$ cat config.mk
export PLATFORM = sky130hd
export DESIGN_NAME = nox_uart_rx
export DESIGN_NICKNAME = d
export VERILOG_FILES = /design/src/rtl/utils_pkg.sv /design/src/rtl/nox_rx_fifo.sv /design/src/rtl/nox_uart_rx.sv
export SDC_FILE = /design/constraint.sdc
export NUM_CORES = 1
export LEC_CHECK = 0
export BUFFER_PORTS_ARGS = -buffer_cell sky130_fd_sc_hd__buf_2
export CAP_MARGIN = 30
export CORE_MARGIN = 2
export CORE_UTILIZATION = 65
export CTS_CLUSTER_SIZE = 12
export DETAILED_ROUTE_END_ITERATION = 8
export PLACE_DENSITY = 0.91
export RECOVER_POWER = 50
export SYNTH_ARGS = -nofsm -noshare
export SYNTH_HDL_FRONTEND = slang
export SYNTH_SLANG_ARGS = --single-unit
$ cat constraint.sdc
create_clock -name clk -period 5 [get_ports clk]
set_input_delay 0.25 -clock clk [delete_from_list [all_inputs] [get_ports clk]]
set_output_delay 0.25 -clock clk [all_outputs]
set_load 0.05 [all_outputs]
$ cat src/rtl/utils_pkg.sv
// Shared UART types and constants used by the receive path and its FIFO.
package utils_pkg;

  localparam int UART_MIN_DIV = 8;

  typedef enum logic [2:0] {
    RX_IDLE,
    RX_START,
    RX_DATA,
    RX_STOP,
    RX_BREAK
  } uart_rx_st_t;

endpackage

$ cat src/rtl/nox_rx_fifo.sv
// First-word-fall-through FIFO: the head entry is visible on rdata while not empty.
module nox_rx_fifo #(
  parameter int WIDTH = 8,
  parameter int DEPTH = 8
) (
  input  logic                     clk,
  input  logic                     arst,
  input  logic                     push,
  input  logic [WIDTH-1:0]         wdata,
  input  logic                     pop,
  output logic [WIDTH-1:0]         rdata,
  output logic                     full,
  output logic                     empty,
  output logic [$clog2(DEPTH):0]   level
);

  localparam int AW = $clog2(DEPTH);
  localparam logic [AW:0]   LVL_ONE = (AW+1)'(1);
  localparam logic [AW:0]   LVL_MAX = (AW+1)'(DEPTH);
  localparam logic [AW-1:0] PTR_ONE = AW'(1);

  logic [WIDTH-1:0] mem [DEPTH];
  logic [AW-1:0]    wr_ptr, rd_ptr;
  logic [AW:0]      level_q;
  logic             push_ok, pop_ok;

  assign full  = (level_q == LVL_MAX);
  assign empty = (level_q == '0);
  assign level = level_q;
  assign rdata = mem[rd_ptr];

  // A pop in the same cycle frees the slot, so a push at full still lands.
  assign pop_ok  = pop & ~empty;
  assign push_ok = push & (~full | pop_ok);

  always_ff @(posedge clk or posedge arst) begin
    if (arst) begin
      for (int i = 0; i < DEPTH; i++) mem[i] <= '0;
    end else if (push_ok) begin
      mem[wr_ptr] <= wdata;
    end
  end

  always_ff @(posedge clk or posedge arst) begin
    if (arst) begin
      wr_ptr  <= '0;
      rd_ptr  <= '0;
      level_q <= '0;
    end else begin
      if (push_ok) wr_ptr <= wr_ptr + PTR_ONE;
      if (pop_ok)  rd_ptr <= rd_ptr + PTR_ONE;
      case ({push_ok, pop_ok})
        2'b10:   level_q <= level_q + LVL_ONE;
        2'b01:   level_q <= level_q - LVL_ONE;
        default: level_q <= level_q;
      endcase
    end
  end

endmodule

$ cat src/rtl/nox_uart_rx.sv
// 8N1 UART receiver: synchroniser, mid-bit sampling FSM, sticky error flags and an RX FIFO.
module nox_uart_rx
  import utils_pkg::*;
#(
  parameter int FIFO_DEPTH  = 8,
  parameter int SYNC_STAGES = 2
) (
  input  logic                          clk,
  input  logic                          arst,
  input  logic [15:0]                   baud_div_i,
  input  logic                          rx_i,
  output logic [7:0]                    rx_data_o,
  output logic                          rx_valid_o,
  input  logic                          rx_ready_i,
  output logic [$clog2(FIFO_DEPTH):0]   fifo_level_o,
  output logic                          busy_o,
  output logic                          frame_err_o,
  output logic                          overrun_o,
  input  logic                          clr_err_i
);

  localparam logic [15:0] MIN_DIV = 16'(UART_MIN_DIV);
  localparam logic [15:0] CNT_ONE = 16'd1;

  logic [SYNC_STAGES-1:0] sync_q;
  logic                   rx_s, rx_s_q;
  uart_rx_st_t            state;
  logic [15:0]            bit_cnt, div, half;
  logic [2:0]             idx;
  logic [7:0]             shreg;
  logic                   bit_tick, push, ferr_set, ovr_set;
  logic                   fifo_full, fifo_empty, pop;
  logic                   frame_err_q, overrun_q;

  always_ff @(posedge clk or posedge arst) begin
    if (arst) begin
      sync_q <= '1;
      rx_s_q <= 1'b1;
    end else begin
      sync_q <= {sync_q[SYNC_STAGES-2:0], rx_i};
      rx_s_q <= rx_s;
    end
  end

  assign rx_s = sync_q[SYNC_STAGES-1];

  assign div      = (baud_div_i < MIN_DIV) ? MIN_DIV : baud_div_i;
  assign half     = div >> 1;
  assign bit_tick = (bit_cnt == '0);

  always_ff @(posedge clk or posedge arst) begin
    if (arst) begin
      state   <= RX_IDLE;
      bit_cnt <= '0;
      idx     <= '0;
      shreg   <= '0;
    end else begin
      case (state)
        RX_IDLE: begin
          if (rx_s_q && !rx_s) begin
            bit_cnt <= half - CNT_ONE;
            state   <= RX_START;
          end
        end
        RX_START: begin
          if (!bit_tick) begin
            bit_cnt <= bit_cnt - CNT_ONE;
          end else if (rx_s) begin
            state <= RX_IDLE;
          end else begin
            bit_cnt <= div - CNT_ONE;
            idx     <= '0;
            state   <= RX_DATA;
          end
        end
        RX_DATA: begin
          if (!bit_tick) begin
            bit_cnt <= bit_cnt - CNT_ONE;
          end else begin
            shreg   <= {rx_s, shreg[7:1]};
            bit_cnt <= div - CNT_ONE;
            idx     <= idx + 3'd1;
            if (idx == 3'd7) state <= RX_STOP;
          end
        end
        RX_STOP: begin
          if (!bit_tick) bit_cnt <= bit_cnt - CNT_ONE;
          else           state   <= rx_s ? RX_IDLE : RX_BREAK;
        end
        // Stay here until the line returns high so a held break flags only once.
        RX_BREAK: begin
          if (rx_s) state <= RX_IDLE;
        end
        default: state <= RX_IDLE;
      endcase
    end
  end

  assign push     = (state == RX_STOP) && bit_tick &&  rx_s;
  assign ferr_set = (state == RX_STOP) && bit_tick && !rx_s;
  assign pop      = rx_ready_i & rx_valid_o;
  assign ovr_set  = push & fifo_full & ~pop;

  always_ff @(posedge clk or posedge arst) begin
    if (arst) begin
      frame_err_q <= 1'b0;
      overrun_q   <= 1'b0;
    end else begin
      frame_err_q <= ferr_set | (frame_err_q & ~clr_err_i);
      overrun_q   <= ovr_set  | (overrun_q   & ~clr_err_i);
    end
  end

  nox_rx_fifo #(
    .WIDTH (8),
    .DEPTH (FIFO_DEPTH)
  ) u_fifo (
    .clk   (clk),
    .arst  (arst),
    .push  (push),
    .wdata (shreg),
    .pop   (pop),
    .rdata (rx_data_o),
    .full  (fifo_full),
    .empty (fifo_empty),
    .level (fifo_level_o)
  );

  assign rx_valid_o  = ~fifo_empty;
  assign busy_o      = (state != RX_IDLE);
  assign frame_err_o = frame_err_q;
  assign overrun_o   = overrun_q;

endmodule

==> results_dict.tcl <==
set metrics [dict create \
    synth_nets 606 \
    track_usage 0.322 \
    ys.flop_type "dfrtp_1" \
    worst-path-max-fanout 5 \
    initial_core_util 0.671 \
    hold_viol_final 0 \
    dr_wl_met2_um 7390 \
    rows 35 \
    grt_pass1_wl_um 25200 \
    slew_headroom -0.311 \
    clock-sinks 109 \
    cts_hold_buf 2 \
    clkSlewWorstSetupHoldPaths_ns 0.10 \
    critPathMaxStageDelay_ns 0.63 \
    sw_frac_of_total 0.413 \
    antenna_left 0 \
    highest_layer "met4" \
    power_leakage_nw 3.00 \
    fmax_mhz 270 \
    finalCritPeriodShare 0.740 \
    antenna_found_initial 0 \
    criticalPathCategory "register to register" \
    dp.cells 712 \
    async_flop_share 1.00 \
    power.share.clock 0.183 \
    slowest_stage "nor3b_1" \
    post_drt_wl_per_cell_um 21.6 \
    drc 0 \
    power_w 0.00265 \
    cp_cell_sequence "inv_1, ha_1, nor3b_1, nand2_1, nor4_1, nand4b_1, ha_1, ha_1, a21o_1, a21oi_1, xnor2_1, nor2_1, xor2_1" \
    die-area_mm2 0.0104 \
    critPathMostFrequentCell "ha_1" \
    drt-pass1-iter-count 9 \
    synth_top_area_share 0.426 \
    clockRootBuffer "clkbuf_8" \
    met3WireLength_um 1600 \
    cts-buffers-inserted 9 \
    cts_tree "built" \
    drive_gt1_frac 0.276 \
    maxCapViolations 2 \
    syn_avg_cell_area_um2 10.8 \
    clock_path_buffers 2 \
    num_io_pins 37 \
    die_height_um 102 \
    maxSlewViolCount 48 \
    wl_met1_um 6420 \
    startpoint_type "register" \
    peakVddDrop_mv 0.328 \
    layout.nets 629 \
    cts_setup_buffers 0 \
    drt_iter0_drc 535 \
    grt_max_degree 64 \
    insertion_delay_ns 0.38 \
    power_frac_comb 0.365 \
    internal_power_w 0.00155 \
    critical_path_arrival_ns 3.97 \
    hold_path.class "input pin to register" \
    min_period_ns 3.70 \
    fin_cells 731 \
    core_area_mm2 0.00928 \
    failed_checks "max-capacitance violations, max-slew violations" \
    cp-end-kind "register" \
    place_congestion 1.02 \
    ys_ff_latch 109 \
    syn_inst 574 \
    die_w_um 102 \
    grt_pass1_vias 4845 \
    p_switching_w 0.00109 \
    io_buffers 36 \
    yosysTopAreaCell "dfrtp_1" \
    cp_top_family "simple AND/OR/NAND/NOR gates" \
    rsz0062_at_grt "no" \
    p_seq_frac 0.452 \
    synth_edf_count 0 \
    finalSetupViolCount 0 \
    path_buf_inv 1 \
    antenna_cells 0 \
    dp_hpwl_um 11200 \
    setup_tns_ns 0 \
    post_drt_via_cell_ratio 6.82 \
    num-fill-cells 656 \
    wirelength_um 15800 \
    worstMarginPinSlew_ns 1.96 \
    area_growth_syn_to_layout_pct 7.58 \
    crit_required_ns 5.26 \
    synthTopCellsByArea "dfrtp_1 (43%), mux2_2 (15%), mux4_2 (5.8%)" \
    vias 4984 \
    finClkSkew_ns 0.0124 \
    post_cts_resized 0 \
    overflow 0 \
    status "finished, violations left" \
    power_density_mw_per_mm2 395 \
    synthesis.area_mm2 0.00623 \
    synth_seq_area_share 0.439 \
    ys_types 63 \
    synth_warnings 0 \
    cts_max_level 3 \
]
-- worst reg2reg max path, cell delays in order (launching register included) --
cell and delay, ns:
dfrtp_1 0.43, inv_1 0.10, ha_1 0.29, nor3b_1 0.63, nand2_1 0.16, nor4_1 0.53, nand4b_1 0.19, ha_1 0.28
ha_1 0.30, a21o_1 0.18, a21oi_1 0.17, xnor2_1 0.13, nor2_1 0.06, xor2_1 0.15
-- sequential cells by signal, summed over array words and instances, names as in the netlist --
| name | flops |
|---|---|
| shreg | 8 |
| u_fifo.rd_ptr | 3 |
| frame_err_o | 1 |
| u_fifo.mem | 64 |
| overrun_o | 1 |
| state | 3 |
| u_fifo.wr_ptr | 3 |
| sync_q | 2 |
| idx | 3 |
| u_fifo.level | 4 |
| bit_cnt | 16 |
| rx_s_q | 1 |
-- power by group through the flow --
stage	combinational [W]	sequential, W	clock, W
5_1_grt	0.00105	0.00121	0.000535
4_1_cts	0.000952	0.00119	0.000497
6_report	0.000967	0.00120	0.000483
2_1_floorplan	0.000743	0.00113	0
3_5_place_dp	0.000948	0.00120	0
3_3_place_gp	0.000855	0.00123	0
-- metrics by stage --
step,util,cell area (um^2),hold slack [ns],setup slack (ns)
3_3_place_gp,0.698,6480,0.333,1.53
4_1_cts,0.723,6710,0.135,1.68
6_report,0.721,6700,0.158,1.30
5_1_grt,0.721,6700,0.144,1.22
3_5_place_dp,0.702,6520,0.347,1.48
2_1_floorplan,-,6230,0.254,1.88
-- cell usage after synthesis (all sizes together) (2+ instances only) --
master and instances:
dfrtp 106, mux2 83, nand2 44, nor2 37, o21ai 29, clkbuf 24, nor3 22, a21oi 18
xnor2 17, mux4 16, nor4 14, nand3 13, buf 12, inv 12, xor2 11, ha 10
nand4 9, a31oi 8, nand2b 8, o31ai 7, a211oi 5, a22o 5, or3 5, or4 5
mux2i 4, nor2b 4, o2111ai 4, o211ai 4, dfstp 3, nor3b 3, nor4b 3, a21o 2
a22oi 2, and2 2, o22ai 2, o32ai 2
-- kinds of logic (layout without fill, tap and decap cells) --
logic type,after synthesis,count (layout),synth area share
buf+inv,48,76,0.0295
xor+xnor,28,28,0.0394
mux,103,103,0.214
compound gates,99,99,0.104
simple gates,176,176,0.151
fa+ha+maj,11,11,0.0233
flops,109,109,0.439
-- path summary, 6_finish.rpt --
check                                start               to  slack, ns  depth (start not counted)
worst max-delay path            bit_cnt[0]  u_fifo.level[3]       1.30                         13
worst min-delay path             clr_err_i        overrun_o       0.16                          3
worst max register to register  bit_cnt[0]  u_fifo.level[3]       1.30                         13
worst min register to register   sync_q[0]        sync_q[1]       0.37                          0
max in group asynchronous             arst   u_fifo.mem[42]       1.88                          4
min in group asynchronous             arst  u_fifo.level[2]       0.92                          3
-- metal layers --
metal | vias to the layer above | track usage
met5 | - | 0
met4 | 0 | 0.111
met3 | 48 | 0.0814
met2 | 290 | 0.486
met1 | 2459 | 0.460
li1 | 2187 | -
-- final cells by class --
class | count | area, um^2 | area share
flip-flops and latches | 109 | 2730 | 0.408
well taps | 129 | 161 | 0.0241
inverters | 12 | 46.3 | 0.00691
clock inverters | 7 | 48.8 | 0.00729
clock buffers | 9 | 124 | 0.0185
multi-input cells | 417 | 3310 | 0.494
repair buffers | 48 | 280 | 0.0418
-- layout by cell type, fill, tap and decap left out, types with 5 or more instances in the layout --
cell type  netlist  final
xnor2_1         17     17
nand3_1         12     12
nor3_1          22     22
a211oi_1         5      5
nor2_1          37     37
a22o_1           5      5
mux4_2          16     16
or3_1            5      5
clkbuf_8         0      9
dfrtp_1        106    106
clkbuf_1        24      8
nand4_1          8      8
buf_4            0      7
xor2_1          11     11
o31ai_1          7      7
a31oi_1          8      8
a21oi_1         18     18
nand2_1         41     41
o21ai_0         28     28
nand2b_1         8      8
nor4_1          13     13
buf_2            3     28
mux2_2          83     83
or4_1            5      5
ha_1            10     10
inv_1           12     11
Note: power is estimated with default switching activity, not from simulation.
